### src/rtl/xmint_prefetch_buffer.sv
// xmint_prefetch_buffer: in-order instruction prefetch with bounded outstanding requests, redirect and pause
// Ports: clk_i/rst_ni clock and async active-low reset; fetch_enable_i, boot_addr_i, redirect_i and
// redirect_addr_i front-end control; instr_req_o/instr_gnt_i/instr_addr_o request channel;
// instr_rvalid_i/instr_rdata_i/instr_err_i response channel; out_valid_o/out_ready_i/out_rdata_o/
// out_addr_o/out_err_o FIFO head handshake; busy_o request pending or responses outstanding.
module xmint_prefetch_buffer #(
  parameter int DEPTH           = 4,
  parameter int MAX_OUTSTANDING = 2
) (
  input  logic        clk_i,
  input  logic        rst_ni,
  input  logic        fetch_enable_i,
  input  logic [31:0] boot_addr_i,
  input  logic        redirect_i,
  input  logic [31:0] redirect_addr_i,
  output logic        instr_req_o,
  input  logic        instr_gnt_i,
  input  logic        instr_rvalid_i,
  output logic [31:0] instr_addr_o,
  input  logic [31:0] instr_rdata_i,
  input  logic        instr_err_i,
  output logic        out_valid_o,
  input  logic        out_ready_i,
  output logic [31:0] out_rdata_o,
  output logic [31:0] out_addr_o,
  output logic        out_err_o,
  output logic        busy_o
);
  localparam int AW = $clog2(DEPTH);
  localparam int CW = AW + 1;
  typedef enum logic [1:0] {BOOT, RUN, STOP} state_e;
  state_e state_q, state_d;
  logic [31:0] fetch_addr_q, fetch_addr_d, resp_addr_q, resp_addr_d, hold_addr_q, hold_addr_d;
  logic hold_q, hold_d, stale_q, stale_d;
  logic [CW-1:0] out_q, out_d, disc_q, disc_d, cnt_q, cnt_d;
  logic [AW-1:0] wr_q, wr_d, rd_q, rd_d;
  logic [64:0] mem_q [DEPTH];
  logic boot, flush, can_issue, gnt, rv, push, pop;
  logic unused_low_bits;
  assign unused_low_bits = ^{boot_addr_i[1:0], redirect_addr_i[1:0]};
  assign out_valid_o = cnt_q != '0;
  assign {out_addr_o, out_rdata_o, out_err_o} = mem_q[rd_q];
  always_comb begin
    boot  = state_q == BOOT && fetch_enable_i;
    flush = redirect_i && state_q != BOOT;
    // New requests need a free outstanding slot and a FIFO slot reserved for their response.
    can_issue = state_q == RUN && !hold_q && !flush && out_q < CW'(MAX_OUTSTANDING) &&
                ({1'b0, cnt_q} + {1'b0, out_q}) < (CW+1)'(DEPTH);
    instr_req_o  = hold_q || can_issue;
    instr_addr_o = hold_q ? hold_addr_q : fetch_addr_q;
    busy_o       = instr_req_o || out_q != '0;
    gnt  = instr_req_o && instr_gnt_i;
    rv   = instr_rvalid_i && out_q != '0;
    push = rv && disc_q == '0 && !flush;
    pop  = out_valid_o && out_ready_i && !flush;
    hold_d      = instr_req_o && !instr_gnt_i;
    hold_addr_d = instr_addr_o;
    // A request caught ungranted by a redirect keeps its old address; its response must be dropped.
    stale_d = hold_d && (flush || stale_q);
    state_d = state_q == BOOT ? (fetch_enable_i ? RUN : BOOT) : (fetch_enable_i ? RUN : STOP);
    fetch_addr_d = boot ? {boot_addr_i[31:2], 2'b00} :
                   flush ? {redirect_addr_i[31:2], 2'b00} :
                   (gnt && !stale_q) ? fetch_addr_q + 32'd4 : fetch_addr_q;
    resp_addr_d  = boot ? {boot_addr_i[31:2], 2'b00} :
                   flush ? {redirect_addr_i[31:2], 2'b00} :
                   push ? resp_addr_q + 32'd4 : resp_addr_q;
    out_d = out_q + CW'(gnt) - CW'(rv);
    // After a redirect every response still owed belongs to the old stream.
    disc_d = flush ? out_d : disc_q + CW'(gnt && stale_q) - CW'(rv && disc_q != '0);
    cnt_d = flush ? '0 : cnt_q + CW'(push) - CW'(pop);
    wr_d  = flush ? '0 : wr_q + AW'(push);
    rd_d  = flush ? '0 : rd_q + AW'(pop);
  end
  always_ff @(posedge clk_i or negedge rst_ni) begin
    if (!rst_ni) begin
      state_q      <= BOOT;
      fetch_addr_q <= '0;
      resp_addr_q  <= '0;
      hold_addr_q  <= '0;
      hold_q       <= 1'b0;
      stale_q      <= 1'b0;
      out_q        <= '0;
      disc_q       <= '0;
      cnt_q        <= '0;
      wr_q         <= '0;
      rd_q         <= '0;
    end else begin
      state_q      <= state_d;
      fetch_addr_q <= fetch_addr_d;
      resp_addr_q  <= resp_addr_d;
      hold_addr_q  <= hold_addr_d;
      hold_q       <= hold_d;
      stale_q      <= stale_d;
      out_q        <= out_d;
      disc_q       <= disc_d;
      cnt_q        <= cnt_d;
      wr_q         <= wr_d;
      rd_q         <= rd_d;
    end
  end
  always_ff @(posedge clk_i) begin
    if (push) mem_q[wr_q] <= {resp_addr_q, instr_rdata_i, instr_err_i};
  end
endmodule
### config.mk
export PLATFORM = sky130hd
export DESIGN_NAME = xmint_prefetch_buffer
export DESIGN_NICKNAME = d
export VERILOG_FILES = /design/src/rtl/xmint_prefetch_buffer.sv
export SDC_FILE = /design/constraint.sdc
export NUM_CORES = 1
export LEC_CHECK = 0
export CELL_PAD_IN_SITES_DETAIL_PLACEMENT = 1
export CELL_PAD_IN_SITES_GLOBAL_PLACEMENT = 1
export CORE_UTILIZATION = 40
export DETAILED_ROUTE_END_ITERATION = 8
export PLACE_DENSITY = 0.71
export SLEW_MARGIN = 25
export SYNTH_ARGS = -nofsm -noshare
export SYNTH_HDL_FRONTEND = slang
export SYNTH_SLANG_ARGS = --single-unit
### constraint.sdc
create_clock -name clk_i -period 6.81 [get_ports clk_i]
set_clock_uncertainty 0.15 [all_clocks]
set_input_delay 1.362 -clock clk_i [delete_from_list [all_inputs] [get_ports clk_i]]
set_output_delay 1.362 -clock clk_i [all_outputs]
set_load 0.01 [all_outputs]
# ---- After elaboration in Yosys (flattened, before gate mapping)
# Memories as Yosys holds them, arrays and structs flattened.
# Index checks and enable logic that the tools add are counted.
# Widths: inputs -> output; s select.
dict set report word_totals {
  register_bits 113
  mem_bits_rw 260
  input_bits 104
  output_inout_bits 100
  word_cells 74
  memories 1
}
dict set report classes {
  add_sub_neg 11
  n_lt_le_gt_ge 2
  eq_ne 1
  mux 16
  reduce_logical 32
}
# memory depth word_bits rd rd_ports_with_merged_regs wr line
set memory_table {}
lappend memory_table {mem_q 4 65 1 0 1 37} ;# logic [64:0] mem_q [DEPTH];
# op n
set op_table {}
lappend op_table {{$mux 32} 7}
lappend op_table {{$add 32x3->32 const B} 2}
lappend op_table {{$logic_and 1x1->1} 17}
lappend op_table {{$reduce_bool 3->1} 5}
lappend op_table {{$add 3x1->3} 3}
lappend op_table {{$sub 3x1->3} 3}
lappend op_table {{$mux 2} 4}
lappend op_table {{$mux 3} 2}
lappend op_table {{$add 2x1->2} 2}
lappend op_table {{$add 3x3->4} 1}
lappend op_table {{$logic_not 1->1} 4}
lappend op_table {{$lt 4x3->1 const B} 1}
lappend op_table {{$logic_not 3->1} 1}
lappend op_table {{$logic_or 1x1->1} 3}
lappend op_table {{$lt 3x2->1 const B} 1}
lappend op_table {{$mux 1} 3}
lappend op_table {{$eq 2x1->1 const B} 1}
lappend op_table {{$logic_not 2->1} 1}
lappend op_table {{$reduce_bool 2->1} 1}

# ---- Depth between registers and ports, before layout
dict set report logic_depth {
  ltp_word 12
  mapped_depth 12
  ltp_nobuf 12
}

# ---- Worst setup path after synthesis
# No wires, ideal clock.
dict set report synth_timing {
  path_kind {input -> register}
  startpoint {input port redirect_i}
  endpoint {memory mem_q[0][0] (enable)}
  setup_ps 562
  arrival_ps 6316
  required_time_ps 6098
  path_slack_ps -217
  cell_stages 5
  path_buffers 2
  path_cell_list {o21ai_0 > clkbuf_1 > nand2_1 > clkbuf_1 > nor3_1}
}
dict set report synth_between {
  elab_chain_len 5
}
# item line
set synth_lines {}
lappend synth_lines {{from (decl)} 14} ;# input logic redirect_i,
lappend synth_lines {{$logic_and 1x1->1} 45} ;# flush = redirect_i && state_q != BOOT;
lappend synth_lines {{$logic_not 1->1} 54} ;# push = rv && disc_q == '0 && !flush;
lappend synth_lines {{$logic_and 1x1->1} 54}
lappend synth_lines {{$mux 1} 102} ;# if (push) mem_q[wr_q] <= {resp_addr_q, instr_rdata_i, instr_err_i};
lappend synth_lines {{$mux 1 (implied by the code)} 102}
lappend synth_lines {{to (decl)} 37}
# Every way passes these cells.

# ---- Worst setup path in the final report
dict set report layout_timing {
  startpoint {input port redirect_i}
  endpoint {output port busy_o}
}
dict set report layout_between {
  elab_chain_len 7
}
# item line
set layout_lines {}
lappend layout_lines {{$logic_and 1x1->1} 45}
lappend layout_lines {{$logic_not 1->1} 47} ;# can_issue = state_q == RUN && !hold_q && !flush && out_q < CW'(MAX_OUTSTANDING) &&
lappend layout_lines {{$logic_and 1x1->1 (3 in a row)} 47}
lappend layout_lines {{$logic_or 1x1->1} 49} ;# instr_req_o = hold_q || can_issue;
lappend layout_lines {{$logic_or 1x1->1} 51} ;# busy_o = instr_req_o || out_q != '0;
lappend layout_lines {{to (decl)} 27} ;# output logic busy_o
# Every way passes these cells.

==> out/qor.txt <==
run status -> finished clean
Die Footprint -> 0.0384 mm2
TritonCTS clock tree -> yes
Yosys warnings -> 0
Post-Place Cells -> 1594
final-report max-slew violation count -> 0
pin count of the biggest net entering global routing -> 64
total inserted antenna cells -> 0
chip height -> 196 um
hold crit path type -> flop to flop
Netlist cell types -> 61
Stages on worst setup path -> 6
net total in the final layout -> 1289
maximum clock frequency -> 0.208 GHz
leakage power figure -> 6.66 nW
Mapped Avg Cell Area -> 15.7 um2
overall routed net length -> 37.1 mm
H-tree level count -> 2
Worst path top cell family by delay -> buffers and inverters
number of flops mapped to enable cells by yosys -> 252
sort of element at the end of the critical path -> output pin
Slew Limit Headroom -> 35.7%
post-DR wirelength/cell -> 22.2 um
Cells on Worst Hold Path -> 1
largest stage delay on the critical path -> 0.49 ns
top cells by area in the synthesized netlist -> sky130_fd_sc_hd__edfxtp_1 50%, sky130_fd_sc_hd__dfrtp_1 18%, sky130_fd_sc_hd__mux4_2 9.4%, sky130_fd_sc_hd__mux2_2 2.1%, sky130_fd_sc_hd__a21oi_1 1.9%
floorplan die width -> 196 um
most used flip-flop cell after synthesis -> sky130_fd_sc_hd__edfxtp_1
slowest CP cell -> sky130_fd_sc_hd__clkdlybuf4s50_1
Bufs on Longest Clock Path -> 3
effective utilization at floorplan -> 40.9%
first-pass GRT wire length -> 57.6 mm
Final Hold Viols -> 0
RD Place Congestion -> 0.862
setup TNS -> 0 ns
DRT antenna net count -> 0
critical path cell sequence -> clkdlybuf4s50_1, o21ai_0, buf_4, a41o_1, or4_1, clkdlybuf4s50_1
number of instances resized during post-cts repair -> 0
quantity of I/O buffers inserted on ports -> 197
Skew-Pair Late Insertion Delay -> 0.53 ns
required time at the worst-slack endpoint -> 5.30 ns
Post-CTS Setup Repair Bufs -> 0
cell area after synthesis -> 0.0151 mm2
Final HPWL DP -> 24.0 mm
number of failing setup endpoints in the final timing report -> 0
minimum clock period after layout -> 4.80 ns
worst slew pin tran -> 0.964 ns
area share of the largest cell type after synthesis -> 50.2%
hold-fix buffer count after cts -> 0
fraction of layout cells with a size suffix above 1 -> 15.8%
total number of vias -> 9377
Power Dens Cells -> 345 mW/mm2
area of the core -> 0.0368 mm2
Crit path arrival time -> 3.29 ns
number of max-cap violations -> 0
capture point of the worst reg-to-reg path -> disc_q[2]
Area growth syn-to-layout -> 25.9%
number of placed I/O pins -> 204
RSZ-0062 raised after global routing -> no
crit path buf inv count -> 3
cell type with the largest total area after synthesis -> sky130_fd_sc_hd__edfxtp_1
peak fanout along the critical path -> 12
GRT overflow -> 0
RR Startpoint -> out_q[2]
number of vias per cell -> 5.63
global router's overall resource usage -> 19.5%
total of flip-flops plus latches after synthesis -> 361
count of TritonRoute iterations in the first routing pass -> 5
via count of the first global-routing pass -> 9958
FFs w/ async S/R, synth -> 30.2%
proportion of synthesized chip area in sequential cells -> 68.4%
post-route fraction of the period consumed by the critical path -> 70.5%
CTS Root Buffer Type -> sky130_fd_sc_hd__clkbuf_16
DRC violation count after routing -> 0
hold path startpoint -> hold_addr_q[8]
Setup crit start kind -> input pin
CTS buffer count -> 41
number of standard cells after synthesis -> 957
worst-case reg-to-reg path depth -> 11
worst vdd ir -> 152 uV
type of the worst setup path -> input pin to output pin
Reg2Reg Setup Slack -> 3.54 ns
CTS sink count -> 361
initial antenna violation count -> 0
DRC violation total after the first TritonRoute iteration -> 444
hold endpoint -> hold_addr_q[8]
cell mode on critical path -> sky130_fd_sc_hd__clkdlybuf4s50_1
final non-filler cell total -> 1667
Reg clk slew, reported paths -> 0.05 ns
number of placement rows -> 70
report_power, final:
| part | switching (W) | total, W | leakage, nW | internal, W |
|---|---|---|---|---|
| combinational | 0.000674 | 0.00155 | 2.30 | 0.000880 |
| clock | 0.000864 | 0.00217 | 0.656 | 0.00130 |
| sequential | 0.000266 | 0.00283 | 3.71 | 0.00256 |
sequential cells by signal, summed over array words and instances, names as in the netlist:
signal        count
state_q           2
cnt_q             3
stale_q           1
mem_q           252
rd_q              2
hold_q            1
hold_addr_q      32
disc_q            3
wr_q              2
fetch_addr_q     30
resp_addr_q      30
out_q             3
logic make-up (layout without fill, tap and decap cells):
kind of cell             after synthesis  after routing  share of synthesized area [%]
other                                  1              2                         0.0249
AO/OA/AOI/OAI                        200            200                           8.93
XOR/XNOR                              12             12                          0.698
multiplexers                          91             91                           11.5
AND/OR/NAND/NOR                      215            215                           7.39
buffers and inverters                 61            302                           1.60
flip-flops                           361            361                           68.4
adder cells (fa/ha/maj)               16             16                           1.48
cells in the mapped netlist (2+ instances only):
| library cell | n |
|---|---|
| sky130_fd_sc_hd__mux2_2 | 28 |
| sky130_fd_sc_hd__a41oi_1 | 3 |
| sky130_fd_sc_hd__nor4_2 | 2 |
| sky130_fd_sc_hd__o22a_1 | 14 |
| sky130_fd_sc_hd__a31o_2 | 2 |
| sky130_fd_sc_hd__nor2b_1 | 2 |
| sky130_fd_sc_hd__fa_1 | 3 |
| sky130_fd_sc_hd__edfxtp_1 | 252 |
| sky130_fd_sc_hd__nor2_1 | 44 |
| sky130_fd_sc_hd__clkbuf_1 | 37 |
| sky130_fd_sc_hd__a31oi_1 | 15 |
| sky130_fd_sc_hd__xnor2_1 | 8 |
| sky130_fd_sc_hd__a22oi_1 | 21 |
| sky130_fd_sc_hd__and3_1 | 12 |
| sky130_fd_sc_hd__nand2_1 | 52 |
| sky130_fd_sc_hd__nand4_1 | 21 |
| sky130_fd_sc_hd__a21oi_1 | 56 |
| sky130_fd_sc_hd__a211oi_1 | 2 |
| sky130_fd_sc_hd__buf_4 | 3 |
| sky130_fd_sc_hd__nor4_1 | 8 |
| sky130_fd_sc_hd__buf_1 | 7 |
| sky130_fd_sc_hd__o21ai_0 | 30 |
| sky130_fd_sc_hd__inv_1 | 13 |
| sky130_fd_sc_hd__mux4_2 | 63 |
| sky130_fd_sc_hd__a41o_1 | 2 |
| sky130_fd_sc_hd__xor2_1 | 4 |
| sky130_fd_sc_hd__or3_1 | 2 |
| sky130_fd_sc_hd__ha_1 | 13 |
| sky130_fd_sc_hd__o22ai_1 | 4 |
| sky130_fd_sc_hd__a311oi_1 | 4 |
| sky130_fd_sc_hd__a22o_1 | 10 |
| sky130_fd_sc_hd__o31ai_1 | 9 |
| sky130_fd_sc_hd__a2bb2oi_1 | 17 |
| sky130_fd_sc_hd__dfrtp_1 | 109 |
| sky130_fd_sc_hd__or4_4 | 2 |
| sky130_fd_sc_hd__and2_1 | 11 |
| sky130_fd_sc_hd__nand3_1 | 33 |
| sky130_fd_sc_hd__o21a_1 | 3 |
| sky130_fd_sc_hd__nor3_1 | 14 |
final cells by class:
type / instances / area (um2)
clock inverters: 16 / 175
repair buffers: 216 / 2120
flip-flops and latches: 361 / 10300
clock buffers: 57 / 1160
fillers: 3551 / 17800
multi-input cells: 536 / 4580
inverters: 13 / 48.8
well taps: 468 / 586
worst max-delay path by stage:
stage | slack [ns] | startpoint | end
finish | 2.01 | redirect_i | busy_o
floorplan | 1.26 | redirect_i | mem_q[1][0]
detailed placement | 1.99 | redirect_i | busy_o
global route | 1.77 | rd_q[0] | out_addr_o[31]
CTS | 1.87 | rd_q[0] | out_addr_o[31]
global placement | 1.99 | redirect_i | busy_o
worst reg2reg max path, cell delays in order, from the launching register on:
cell                      delay [ns]
sky130_fd_sc_hd__dfrtp_1        0.42
sky130_fd_sc_hd__ha_1           0.30
sky130_fd_sc_hd__nor4b_1        0.50
sky130_fd_sc_hd__a41o_1         0.32
sky130_fd_sc_hd__nand3_1        0.15
sky130_fd_sc_hd__ha_1           0.30
sky130_fd_sc_hd__inv_1          0.03
sky130_fd_sc_hd__ha_1           0.19
sky130_fd_sc_hd__fa_1           0.39
sky130_fd_sc_hd__xnor2_1        0.18
sky130_fd_sc_hd__xnor2_1        0.14
sky130_fd_sc_hd__a21oi_1        0.08
placed cells by master (no fill, tap or decap), types with 5 or more instances in the layout:
| cell | synthesis | final |
|---|---|---|
| sky130_fd_sc_hd__nand3_1 | 33 | 33 |
| sky130_fd_sc_hd__a22oi_1 | 21 | 21 |
| sky130_fd_sc_hd__nor2_1 | 44 | 40 |
| sky130_fd_sc_hd__o21ai_0 | 30 | 30 |
| sky130_fd_sc_hd__clkdlybuf4s50_1 | 0 | 196 |
| sky130_fd_sc_hd__xnor2_1 | 8 | 8 |
| sky130_fd_sc_hd__buf_4 | 3 | 19 |
| sky130_fd_sc_hd__clkbuf_16 | 0 | 42 |
| sky130_fd_sc_hd__and3_1 | 12 | 11 |
| sky130_fd_sc_hd__mux4_2 | 63 | 63 |
| sky130_fd_sc_hd__mux2_2 | 28 | 28 |
| sky130_fd_sc_hd__inv_1 | 13 | 13 |
| sky130_fd_sc_hd__nand2_1 | 52 | 52 |
| sky130_fd_sc_hd__nor4_1 | 8 | 8 |
| sky130_fd_sc_hd__a22o_1 | 10 | 10 |
| sky130_fd_sc_hd__clkinv_1 | 0 | 5 |
| sky130_fd_sc_hd__o31ai_1 | 9 | 9 |
| sky130_fd_sc_hd__a31oi_1 | 15 | 15 |
| sky130_fd_sc_hd__nor3_1 | 14 | 13 |
| sky130_fd_sc_hd__clkbuf_8 | 0 | 5 |
| sky130_fd_sc_hd__clkbuf_1 | 37 | 10 |
| sky130_fd_sc_hd__ha_1 | 13 | 13 |
| sky130_fd_sc_hd__edfxtp_1 | 252 | 252 |
| sky130_fd_sc_hd__nand4_1 | 21 | 21 |
| sky130_fd_sc_hd__a21oi_1 | 56 | 56 |
| sky130_fd_sc_hd__clkinv_2 | 0 | 6 |
| sky130_fd_sc_hd__and2_1 | 11 | 11 |
| sky130_fd_sc_hd__dfrtp_1 | 109 | 107 |
| sky130_fd_sc_hd__o22a_1 | 14 | 14 |
| sky130_fd_sc_hd__a2bb2oi_1 | 17 | 17 |
metal layers:
| layer | track usage, % | wire (um) |
|---|---|---|
| met3 | 3.34 | 1840 |
| met5 | 0 | 0 |
| met2 | 31.9 | 17500 |
| met1 | 26.5 | 16700 |
| met4 | 6.31 | 1040 |
metrics by stage:
step	utilization [%]	setup slack (ns)	power (W)	cell area [um2]	hold slack, ns
after floorplan	-	1.26	0.00366	15100	0.344
after global placement	47.9	1.99	0.00441	17600	0.325
after detailed placement	47.9	1.99	0.00446	17600	0.330
after CTS	51.6	1.87	0.00664	19000	0.347
after global routing	51.6	1.77	0.00684	19000	0.358
final	51.6	2.01	0.00655	19000	0.343
No activity file was read; power rests on OpenSTA's default activity.
